### config.mk
export PLATFORM = sky130hd
export DESIGN_NAME = eth_phy_10g_link_ctrl
export DESIGN_NICKNAME = d
export VERILOG_FILES = /design/src/rtl/eth_phy_10g_link_ctrl.sv
export SDC_FILE = /design/constraint.sdc
export NUM_CORES = 1
export LEC_CHECK = 0
export BUFFER_PORTS_ARGS = -buffer_cell sky130_fd_sc_hd__buf_2
export CAP_MARGIN = 5
export CORE_MARGIN = 4
export CORE_UTILIZATION = 49
export DETAILED_ROUTE_END_ITERATION = 12
export GPL_TIMING_DRIVEN = 0
export PLACE_DENSITY_LB_ADDON = 0.2
export REMOVE_ABC_BUFFERS = 1
export SLEW_MARGIN = 20
export SYNTH_ARGS = -nofsm -noshare
export SYNTH_HDL_FRONTEND = slang
export SYNTH_SLANG_ARGS = --single-unit
export TNS_END_PERCENT = 10
### constraint.sdc
create_clock -name clk -period 2.1 [get_ports clk]
set_input_delay 0.21 -clock clk [delete_from_list [all_inputs] [get_ports clk]]
set_output_delay 0.21 -clock clk [all_outputs]
set_load 0.1 [all_outputs]
### src/rtl/eth_phy_10g_link_ctrl.sv
// 10G PHY RX link bring-up/supervision FSM with optional PRBS31 test (ETH_PHY_10G_LINK_CTRL_PRBS_EN).
// All outputs registered (one cycle after the deciding input); no backpressure, inputs sampled every cycle.
module eth_phy_10g_link_ctrl #(
    parameter int RESET_CYCLES       = 64,
    parameter int LOCK_TIMEOUT       = 1000000,
    parameter int STABLE_CYCLES      = 19531,
    parameter int MAX_RETRIES        = 15,
    parameter int PRBS_TEST_CYCLES   = 156250,
    parameter int PRBS_SETTLE_CYCLES = 64,
    parameter int ERR_WIDTH          = 32
) (
    input  logic                 clk,
    input  logic                 rst_n,
    input  logic                 enable,
    input  logic                 rx_block_lock,
    input  logic                 rx_high_ber,
    input  logic [6:0]           rx_error_count,
    input  logic                 test_start,
    output logic                 serdes_rx_reset_req,
    output logic                 link_up,
    output logic                 link_fail,
    output logic [2:0]           link_state,
    output logic [3:0]           retry_count,
    output logic [15:0]          link_down_count,
    output logic                 cfg_rx_prbs31_enable,
    output logic                 cfg_tx_prbs31_enable,
    output logic                 test_busy,
    output logic                 test_done,
    output logic                 test_aborted,
    output logic [ERR_WIDTH-1:0] test_errors
);

    typedef enum logic [2:0] {
        ST_IDLE        = 3'd0,
        ST_RESET       = 3'd1,
        ST_WAIT_LOCK   = 3'd2,
        ST_WAIT_STABLE = 3'd3,
        ST_LINK_UP     = 3'd4,
        ST_PRBS        = 3'd5,
        ST_FAIL        = 3'd6
    } state_t;

    // One shared phase timer, sized for the longest phase.
    localparam int PRBS_TOTAL = PRBS_SETTLE_CYCLES + PRBS_TEST_CYCLES;
    localparam int MAX_A      = (RESET_CYCLES > LOCK_TIMEOUT) ? RESET_CYCLES : LOCK_TIMEOUT;
    localparam int MAX_B      = (STABLE_CYCLES > PRBS_TOTAL) ? STABLE_CYCLES : PRBS_TOTAL;
    localparam int TMR_MAX    = (MAX_A > MAX_B) ? MAX_A : MAX_B;
    localparam int TMR_W      = $clog2(TMR_MAX + 1);

    localparam logic [TMR_W-1:0] RST_LAST    = TMR_W'(RESET_CYCLES - 1);
    localparam logic [TMR_W-1:0] LOCK_LAST   = TMR_W'(LOCK_TIMEOUT - 1);
    localparam logic [TMR_W-1:0] STABLE_LAST = TMR_W'(STABLE_CYCLES - 1);
    localparam logic [TMR_W-1:0] PRBS_LAST   = TMR_W'(PRBS_TOTAL - 1);
    localparam logic [3:0]       MAX_RETRY4  = 4'(MAX_RETRIES);

    state_t           state_q, state_d;
    logic [TMR_W-1:0] tmr_q, tmr_d;
    logic [3:0]       retry_q, retry_d;
    logic [15:0]      down_q, down_d;
    logic             req_q, req_d;
    logic             up_q, up_d;
    logic             fail_q, fail_d;
    logic             rx_good;
    logic             prbs_start;
    logic             test_end;
    logic             test_abort;

    assign rx_good = rx_block_lock & ~rx_high_ber;

`ifdef ETH_PHY_10G_LINK_CTRL_PRBS_EN
    assign prbs_start = test_start;
`else
    assign prbs_start = 1'b0;
`endif

    always_comb begin
        state_d    = state_q;
        tmr_d      = tmr_q;
        retry_d    = retry_q;
        down_d     = down_q;
        test_end   = 1'b0;
        test_abort = 1'b0;
        if (!enable) begin
            state_d    = ST_IDLE;
            tmr_d      = '0;
            retry_d    = '0;
            test_end   = (state_q == ST_PRBS);
            test_abort = (state_q == ST_PRBS);
        end else begin
            case (state_q)
                ST_IDLE: begin
                    state_d = ST_RESET;
                    tmr_d   = '0;
                end
                ST_RESET: begin
                    if (tmr_q == RST_LAST) begin
                        state_d = ST_WAIT_LOCK;
                        tmr_d   = '0;
                    end else begin
                        tmr_d = tmr_q + TMR_W'(1);
                    end
                end
                ST_WAIT_LOCK: begin
                    if (rx_good) begin
                        state_d = ST_WAIT_STABLE;
                        tmr_d   = '0;
                    end else if (tmr_q == LOCK_LAST) begin
                        tmr_d   = '0;
                        retry_d = (retry_q == 4'hF) ? retry_q : retry_q + 4'd1;
                        if ((MAX_RETRIES != 0) && (retry_d == MAX_RETRY4)) begin
                            state_d = ST_FAIL;
                        end else begin
                            state_d = ST_RESET;
                        end
                    end else begin
                        tmr_d = tmr_q + TMR_W'(1);
                    end
                end
                ST_WAIT_STABLE: begin
                    if (!rx_good) begin
                        state_d = ST_WAIT_LOCK;
                        tmr_d   = '0;
                    end else if (tmr_q == STABLE_LAST) begin
                        state_d = ST_LINK_UP;
                        tmr_d   = '0;
                        retry_d = '0;
                    end else begin
                        tmr_d = tmr_q + TMR_W'(1);
                    end
                end
                ST_LINK_UP: begin
                    // Loss of lock outranks a coincident test request.
                    if (!rx_good) begin
                        state_d = ST_WAIT_LOCK;
                        tmr_d   = '0;
                        down_d  = (down_q == 16'hFFFF) ? down_q : down_q + 16'd1;
                    end else if (prbs_start) begin
                        state_d = ST_PRBS;
                        tmr_d   = '0;
                    end
                end
                ST_PRBS: begin
                    if (!rx_block_lock) begin
                        state_d    = ST_WAIT_LOCK;
                        tmr_d      = '0;
                        test_end   = 1'b1;
                        test_abort = 1'b1;
                    end else if (tmr_q == PRBS_LAST) begin
                        state_d  = ST_WAIT_LOCK;
                        tmr_d    = '0;
                        test_end = 1'b1;
                    end else begin
                        tmr_d = tmr_q + TMR_W'(1);
                    end
                end
                ST_FAIL: begin
                    state_d = ST_FAIL;
                end
                default: begin
                    state_d = ST_IDLE;
                    tmr_d   = '0;
                end
            endcase
        end
    end

    // Outputs decode the next state so they line up with link_state.
    always_comb begin
        req_d  = (state_d == ST_RESET);
        up_d   = (state_d == ST_LINK_UP);
        fail_d = (state_d == ST_FAIL);
    end

    always_ff @(posedge clk or negedge rst_n) begin
        if (!rst_n) begin
            state_q <= ST_IDLE;
            tmr_q   <= '0;
            retry_q <= '0;
            down_q  <= '0;
            req_q   <= 1'b0;
            up_q    <= 1'b0;
            fail_q  <= 1'b0;
        end else begin
            state_q <= state_d;
            tmr_q   <= tmr_d;
            retry_q <= retry_d;
            down_q  <= down_d;
            req_q   <= req_d;
            up_q    <= up_d;
            fail_q  <= fail_d;
        end
    end

    assign serdes_rx_reset_req = req_q;
    assign link_up             = up_q;
    assign link_fail           = fail_q;
    assign link_state          = state_q;
    assign retry_count         = retry_q;
    assign link_down_count     = down_q;

`ifdef ETH_PHY_10G_LINK_CTRL_PRBS_EN
    localparam int SUM_W = ERR_WIDTH + 8;
    localparam logic [SUM_W-1:0] ACC_MAX = SUM_W'({ERR_WIDTH{1'b1}});

    logic [ERR_WIDTH-1:0] acc_q, acc_d;
    logic [ERR_WIDTH-1:0] errs_q, errs_d;
    logic                 done_q, done_d;
    logic                 abort_q, abort_d;
    logic                 act_q, act_d;
    logic [SUM_W-1:0]     acc_sum;

    always_comb begin
        acc_d   = acc_q;
        errs_d  = errs_q;
        acc_sum = SUM_W'(acc_q) + SUM_W'(rx_error_count);
        if ((state_q == ST_LINK_UP) && (state_d == ST_PRBS)) begin
            acc_d = '0;
        end else if (enable && (state_q == ST_PRBS) && rx_block_lock &&
                     (tmr_q >= TMR_W'(PRBS_SETTLE_CYCLES))) begin
            acc_d = (acc_sum > ACC_MAX) ? {ERR_WIDTH{1'b1}} : acc_sum[ERR_WIDTH-1:0];
        end
        // A disable-abort keeps the previous result; lock loss reports the partial sum.
        if (enable && test_end) begin
            errs_d = acc_d;
        end
        done_d  = test_end;
        abort_d = test_abort;
        act_d   = (state_d == ST_PRBS);
    end

    always_ff @(posedge clk or negedge rst_n) begin
        if (!rst_n) begin
            acc_q   <= '0;
            errs_q  <= '0;
            done_q  <= 1'b0;
            abort_q <= 1'b0;
            act_q   <= 1'b0;
        end else begin
            acc_q   <= acc_d;
            errs_q  <= errs_d;
            done_q  <= done_d;
            abort_q <= abort_d;
            act_q   <= act_d;
        end
    end

    assign cfg_rx_prbs31_enable = act_q;
    assign cfg_tx_prbs31_enable = act_q;
    assign test_busy            = act_q;
    assign test_done            = done_q;
    assign test_aborted         = abort_q;
    assign test_errors          = errs_q;
`else
    logic unused_prbs;
    assign unused_prbs = ^{test_start, rx_error_count, test_end, test_abort};

    assign cfg_rx_prbs31_enable = 1'b0;
    assign cfg_tx_prbs31_enable = 1'b0;
    assign test_busy            = 1'b0;
    assign test_done            = 1'b0;
    assign test_aborted         = 1'b0;
    assign test_errors          = '0;
`endif

endmodule

==> results of run 1 <==
==> layer usage <==
| layer | GRT usage [%] | share of wire [%] | vias to the layer above | wire, µm |
|---|---|---|---|---|
| met4 | 6.276 | 1.5 | 0 | 102 |
| met1 | 25.01 | 44 | 1219 | 3096 |
| met2 | 31.47 | 48 | 79 | 3380 |
| li1 | - | - | 1216 | - |
| met3 | 3.311 | 6.0 | 10 | 420 |
| met5 | 0 | 0 | - | 0 |
==> kinds of logic (layout without fill, tap and decap cells) <==
kind of cell	Yosys count	in the layout
AOI/OAI and AO/OA	52	55
other	1	37
buffers and inverters	59	61
adders and majority gates	5	5
DFF	46	46
xor gates and xnor gates	24	24
and+or+nand+nor	147	147
muxes	6	6
==> timing repair <==
| item | 4_1_cts | 5_1_grt |
|---|---|---|
| gates cloned | 3 | 0 |
| pin swaps | 11 | 8 |
| resized for setup | 20 | 9 |
| hold endpoints to repair | 0 | 46 |
| buffers inserted | 10 | 3 |
| hold buffers | 0 | 1 |
| endpoints found under the setup margin | 36 | 46 |
==> cells in the final DEF, fill, tap and decap left out, drive strengths merged, types with 2 or more instances in the layout <==
master and instances:
a21oi 9, a31oi 6, and2 2, and3 9, and4 4, buf 43, clkbuf 5, clkinvlp 2
conb 37, dfrtp 46, ha 5, inv 10, mux2 2, mux2i 4, nand2 39, nand2b 6
nand3 13, nand3b 2, nand4 9, nor2 22, nor2b 6, nor3 10, nor4 7, nor4b 2
o2111ai 2, o211ai 10, o21ai 13, o21bai 2, o221ai 2, o22ai 2, or2 3, or3 6
or4 3, xnor2 15, xor2 9
==> per-stage QoR <==
stage	instances	instance area, µm²	setup TNS, ns
after floorplan	326	2870	-18.12
after global placement	431	3114	-19.50
after detailed placement	431	3114	-21.21
after CTS	452	3428	-6.682
after global routing	456	3515	-9.200
final	456	3515	-6.647
==> state kept, by name, indices dropped and copies added, names as in the netlist <==
signal               flops
link_state               3
retry_count              4
tmr_q                   20
serdes_rx_reset_req      1
link_up                  1
link_down_count         16
link_fail                1
==> path summary, 6_finish.rpt <==
check / start / end / slack, ns / depth (start not counted)
worst max-delay path: tmr_q[16]$_DFFE_PN0P_ / tmr_q[7]$_DFFE_PN0P_ / -0.29 / 6
worst min-delay path: enable / retry_count[3]$_DFFE_PN0P_ / 0.20 / 3
worst max register to register: tmr_q[16]$_DFFE_PN0P_ / tmr_q[7]$_DFFE_PN0P_ / -0.29 / 6
worst min register to register: link_down_count[9]$_DFFE_PN0P_ / link_down_count[9]$_DFFE_PN0P_ / 0.49 / 1
max in group asynchronous: rst_n / tmr_q[0]$_DFFE_PN0P_ / 1.20 / 2
min in group asynchronous: rst_n / link_down_count[13]$_DFFE_PN0P_ / 0.46 / 2
==> cell type report <==
type | count | area (µm²) | area share [%]
clock buffers | 5 | 68.82 | 1.958
flip-flops and latches | 46 | 1156 | 32.89
multi-input cells | 274 | 1849 | 52.62
repair buffers | 44 | 289.0 | 8.224
inverters | 9 | 33.78 | 0.9612
well taps | 75 | 93.84 | 2.670
clock inverters | 3 | 23.77 | 0.6764
==> power by group <==
group | internal, mW | switching (mW)
clock | 0.238 | 0.329
sequential | 0.889 | 0.00738
combinational | 0.0314 | 0.370
total | 1.16 | 0.706
==> tightest hold or removal path, stage by stage <==
cell and delay, ns:
buf_2 0.14, o31ai_1 0.08, nor2_1 0.05
==> metrics.txt, run 1 <==
layout net count=between 300 and 400; starting density of the core=51.27%; root buf cell=clkbuf_8; pin count of the biggest net entering global routing=47; CP Launch Type=flop; worst-margin pin slew=0.7732 ns; crit-path leading delay family=compound AO/OA/AOI/OAI gates; Post-synth ARST share=between 90% and 100%; GP Congestion=roughly 0.85; DRT antenna net count=0; Worst Skew=~0.006 ns; pre-CTS setup slack=-0.9604 ns; Routed WL per cell=between 15 and 20 µm; Slowest Stage Delay on Critical Path=0.49 ns; fraction of the mapped netlist area in simple logic gates=26.23%; # IOs=76; Clk Latency, worst-skew pair=roughly 0.31 ns; gr ovfl total=0; initial antenna violation count=0; largest family of logic cells by synthesized area=simple AND/OR/NAND/NOR gates; vias in the first global route=approximately 2300; PwrDens=between 500 and 600 nW/µm²; buffers added on ports=30; RSZ-0062 raised after global routing=true; CP Capture Type=flop; Lkg Pwr=1.504 nW; Peak supply drop=~500 µV; crit-path cells=or3_4, or4_4, o311ai_4, o211ai_4, o21ai_2, a21oi_1; row cnt=28; area leader, netlist=dfrtp_1; # diodes=0; Area Growth Syn to Fin=14.42%; H-tree depth=2; GRT Total Usage=a little under a fifth; utilization after layout=about three fifths; Final Cycle Share=113.8%; failing checks=negative setup slack; DRT iter0 DRCs=about 120; # fillers=approximately 530; die width=87.18 µm; fin. max-slew vios=0; fmax=418.6 MHz; max-cap violation count=0; status=finished, violations left; total power=roughly 1.9 mW; Ys Warns=0; hold_ws=0.2044 ns; total iterations of the first detailed-routing run=4; Top FF cell, synth=dfrtp_1; CTS Buf Count=5; maximum buffer depth of the clock tree=2; drt drc=0; Final Hold Viols=0; HP Class=in -> reg; mux share of post-synthesis cell area=under 10%; Critical Path RT=2.29 ns; Core ar.=about 6000 µm²; Distinct cells, synth=56; sequential element share of the synthesized area=a little under two fifths; max_slew headroom=about half; CP arrival=2.57 ns; CTS tree=yes; chip height=approximately 87 µm; Synth top area share=37.47%; synthesized cell area=between 3000 and 4000 µm²; Crit Path Max Fanout=6; clock slew seen by the registers of the worst setup and hold paths=about 0.090 ns; Mean Syn Cell Area=~9.0 µm²; Slowest-stage cell, CP=or4_4; first-pass GRT wire length=11450 µm; post-synthesis compound-gate area fraction=13.20%; number of synthesized flops with an enable pin=0; Adder-Cell Fraction of Synth Area=under 10%; Routed WL=6999 µm; Worst Path Buf+Inv=0; fin crit period=~2.4 ns; most numerous cell in the Yosys netlist=dfrtp_1; synth top area cells=dfrtp_1 (37%), buf_4 (9.5%), nand2_1 (4.8%); die area=between 7000 and 8000 µm²; layout cell share with drive strength beyond 1=approximately a quarter; crit path kind=reg -> reg; Syn Inst Count=between 300 and 400; vias per cell=between 5 and 6; via count=between 2000 and 3000; Setup-failing EPs final=29; Post-synth top cells=dfrtp_1 (46), buf_4 (39), nand2_1 (39), nor2_1 (22), xnor2_1 (15); clock sink count=between 40 and 50; Final WS setup=-0.2889 ns; synthesis-stage register bit count=46; XOR/XNOR Fraction of Synth Area=under 10%; DP HPWL=between 4000 and 5000 µm
Power figures use the tool's default switching activity.
==> run 2: changes to the inputs <==
BUFFER_PORTS_ARGS = -buffer_cell sky130_fd_sc_hd__buf_4   (was -buffer_cell sky130_fd_sc_hd__buf_2)
SLEW_MARGIN = 0   (was 20)
clock period = 1.9 ns   (was 2.1 ns; I/O delays follow)
==> run 2 against run 1 <==
Net effect: the run still ends with negative setup slack left; global-route usage is 0.38 points lower; core utilization grew 0.81 points; cell count down 0.66%; final area grew 1.4%; largest power group unchanged; die area stayed put; fmax decreased by 3.6%; sequential share of layout area is 0.45 points lower; combinational power increased by 11%; critical path depth grew 1; clock-buffer cell count unchanged; via count fell by 0.55%.
==> metrics.txt, run 2 (synthesized netlist as in run 1, its figures left out) <==
status=finished, violations left; failing checks=negative setup slack; pin count of the biggest net entering global routing=47 (unchanged); Seq pwr share=48.4% (+0.3 points); gr ovfl total=0 (unchanged); chip height=87.18 µm (unchanged); CP arrival=2.66 ns (+0.09 ns); GRT Total Usage=18.57% (-0.38 points); crit-path leading delay family=compound AO/OA/AOI/OAI gates; maximum buffer depth of the clock tree=2 (unchanged); vias per cell=5.541 (+0.10%); clock sink count=46 (unchanged); die width=87.18 µm (unchanged); Peak supply drop=462.2 µV (-7.3%); buffers added on ports=30 (unchanged); max_slew headroom=46.22% (-2.1 points); crit-path cells=or3_4, or4_4, o311ai_4, o211ai_4, o21ai_4, buf_12, o221ai_2; GP Congestion=0.8584 (+0.49%); CTS Buf Count=5 (unchanged); total iterations of the first detailed-routing run=4 (unchanged); # diodes=0 (unchanged); Largest register FFs=20 (unchanged); PwrDens=574.2 nW/µm² (+8.2%); Cell Int Power=1.280 mW (+11%); Crit Path Max Fanout=9 (+3); CTS tree=yes; Final Hold Viols=0 (unchanged); worst-margin pin slew=0.8051 ns (+0.03192 ns); Comb pwr share=21.8% (+0.3 points); CP Capture Type=flop; Final WS setup=-0.5785 ns (-0.2896 ns); vias in the first global route=2328 (+0.043%); switching power=765.8 µW (+8.4%); fmax=403.5 MHz (-3.6%); layout cell share with drive strength beyond 1=24.07% (+0.45 points); total power=2.046 mW (+9.7%); row cnt=28 (unchanged); HP Class=in -> reg; clock slew seen by the registers of the worst setup and hold paths=0.09 ns (about the same); # IOs=76 (unchanged); starting density of the core=51.27% (unchanged); Area Growth Syn to Fin=16.01%; Worst Skew=0.007620 ns (+0.001462 ns); die area=7599 µm² (unchanged); placed cells=431 (unchanged); Most flops, register=tmr_q; Final Cycle Share=130.4% (+17 points); H-tree depth=2 (unchanged); commonest cells after routing, fill and taps aside=dfrtp_1 (42), nand2_1 (39), buf_4 (39); Routed WL per cell=15.34 µm (about the same); first-pass GRT wire length=11400 µm (-0.43%); max-cap violation count=0 (unchanged); Setup-failing EPs final=30 (+3.4%); Worst Path Buf+Inv=1 (+1); fin crit period=2.479 ns (+0.08960 ns); root buf cell=clkbuf_8; initial antenna violation count=0 (unchanged); Clk Latency, worst-skew pair=0.30 ns (about the same); clock share of power=29.8% (-0.6 points); Slowest Stage Delay on Critical Path=0.48 ns (about the same); Lkg Pwr=1.496 nW (-0.54%); Slowest-stage cell, CP=or4_4; via count=2510 (-0.55%); switching share of power=37.43% (-0.46 points); pre-CTS setup slack=-1.172 ns (-0.2114 ns); crit path kind=reg -> reg; RSZ-0062 raised after global routing=true; Routed WL=6947 µm (-0.74%); DRT antenna net count=0 (unchanged); DP HPWL=4593 µm (+0.49%); DRT iter0 DRCs=142 (+17%); final cell count without fillers=453 (-0.66%); worst reg2reg setup slack=-0.58 ns (-0.29 ns); CP Launch Type=flop; fin. max-slew vios=0 (unchanged); commonest non-fill, non-tap cell in the layout=dfrtp_1; drt drc=0 (unchanged); Core ar.=5991 µm² (unchanged); Critical Path RT=2.08 ns (-0.21 ns); layout net count=395 (-0.75%)
run 2: metrics by stage:
stage	cell area [µm²]	util [%]	hold slack, ns	setup TNS (ns)
2_1_floorplan	2870	-	-0.1056	-27.19
3_3_place_gp	3189	53.24	0.2406	-27.34
3_5_place_dp	3189	53.24	0.2413	-29.07
4_1_cts	3486	58.19	0.1646	-14.38
5_1_grt	3563	59.48	0.1648	-16.98
6_report	3563	59.48	0.1679	-14.88
run 2: tightest hold or removal path, stage by stage:
cell and delay (ns):
buf_4 0.14, o31ai_1 0.06, nor2_1 0.04
run 2: routing by layer:
layer / GRT usage, % / wire length [µm] / part of all wire [%]
met1: 26.35 / 3185 / 46
met2: 29.33 / 3202 / 46
met3: 3.595 / 462 / 6.7
met4: 4.324 / 97 / 1.4
met5: 0 / 0 / 0
run 2: final cells by class:
type | instances | area [µm²]
Inverter | 9 | 33.78
Tap cell | 75 | 93.84
Sequential cell | 46 | 1156
Fill cell | 518 | 2427
Clock buffer | 5 | 68.82
Timing Repair Buffer | 42 | 334.1
Multi-Input combinational cell | 273 | 1856
Clock inverter | 3 | 21.27
run 2: final timing paths:
kind,startpoint,endpoint,cells after the start
worst max-delay path,tmr_q[16]$_DFFE_PN0P_,tmr_q[16]$_DFFE_PN0P_,7
worst min-delay path,enable,retry_count[3]$_DFFE_PN0P_,3
worst max register to register,tmr_q[16]$_DFFE_PN0P_,tmr_q[16]$_DFFE_PN0P_,7
worst min register to register,link_down_count[14]$_DFFE_PN0P_,link_down_count[14]$_DFFE_PN0P_,1
max in group asynchronous,rst_n,tmr_q[5]$_DFFE_PN0P_,2
min in group asynchronous,rst_n,link_down_count[14]$_DFFE_PN0P_,2
run 2: timing repair:
action / in CTS / in global routing
gates cloned: 2 / 0
pin swaps: 12 / 6
setup buffers: 8 / 3
setup endpoints to repair: 44 / 43
hold endpoints to repair: 46 / 0
gates resized for setup: 22 / 11
hold buffers: 1 / 0
run 2: power by group through the flow:
stage	logic, mW	registers (mW)	clock network (mW)
after floorplan	0.354	1.03	0
after global placement	0.424	1.01	0
after detailed placement	0.425	1.01	0
after CTS	0.443	0.991	0.622
after global routing	0.461	0.992	0.678
final	0.446	0.991	0.610
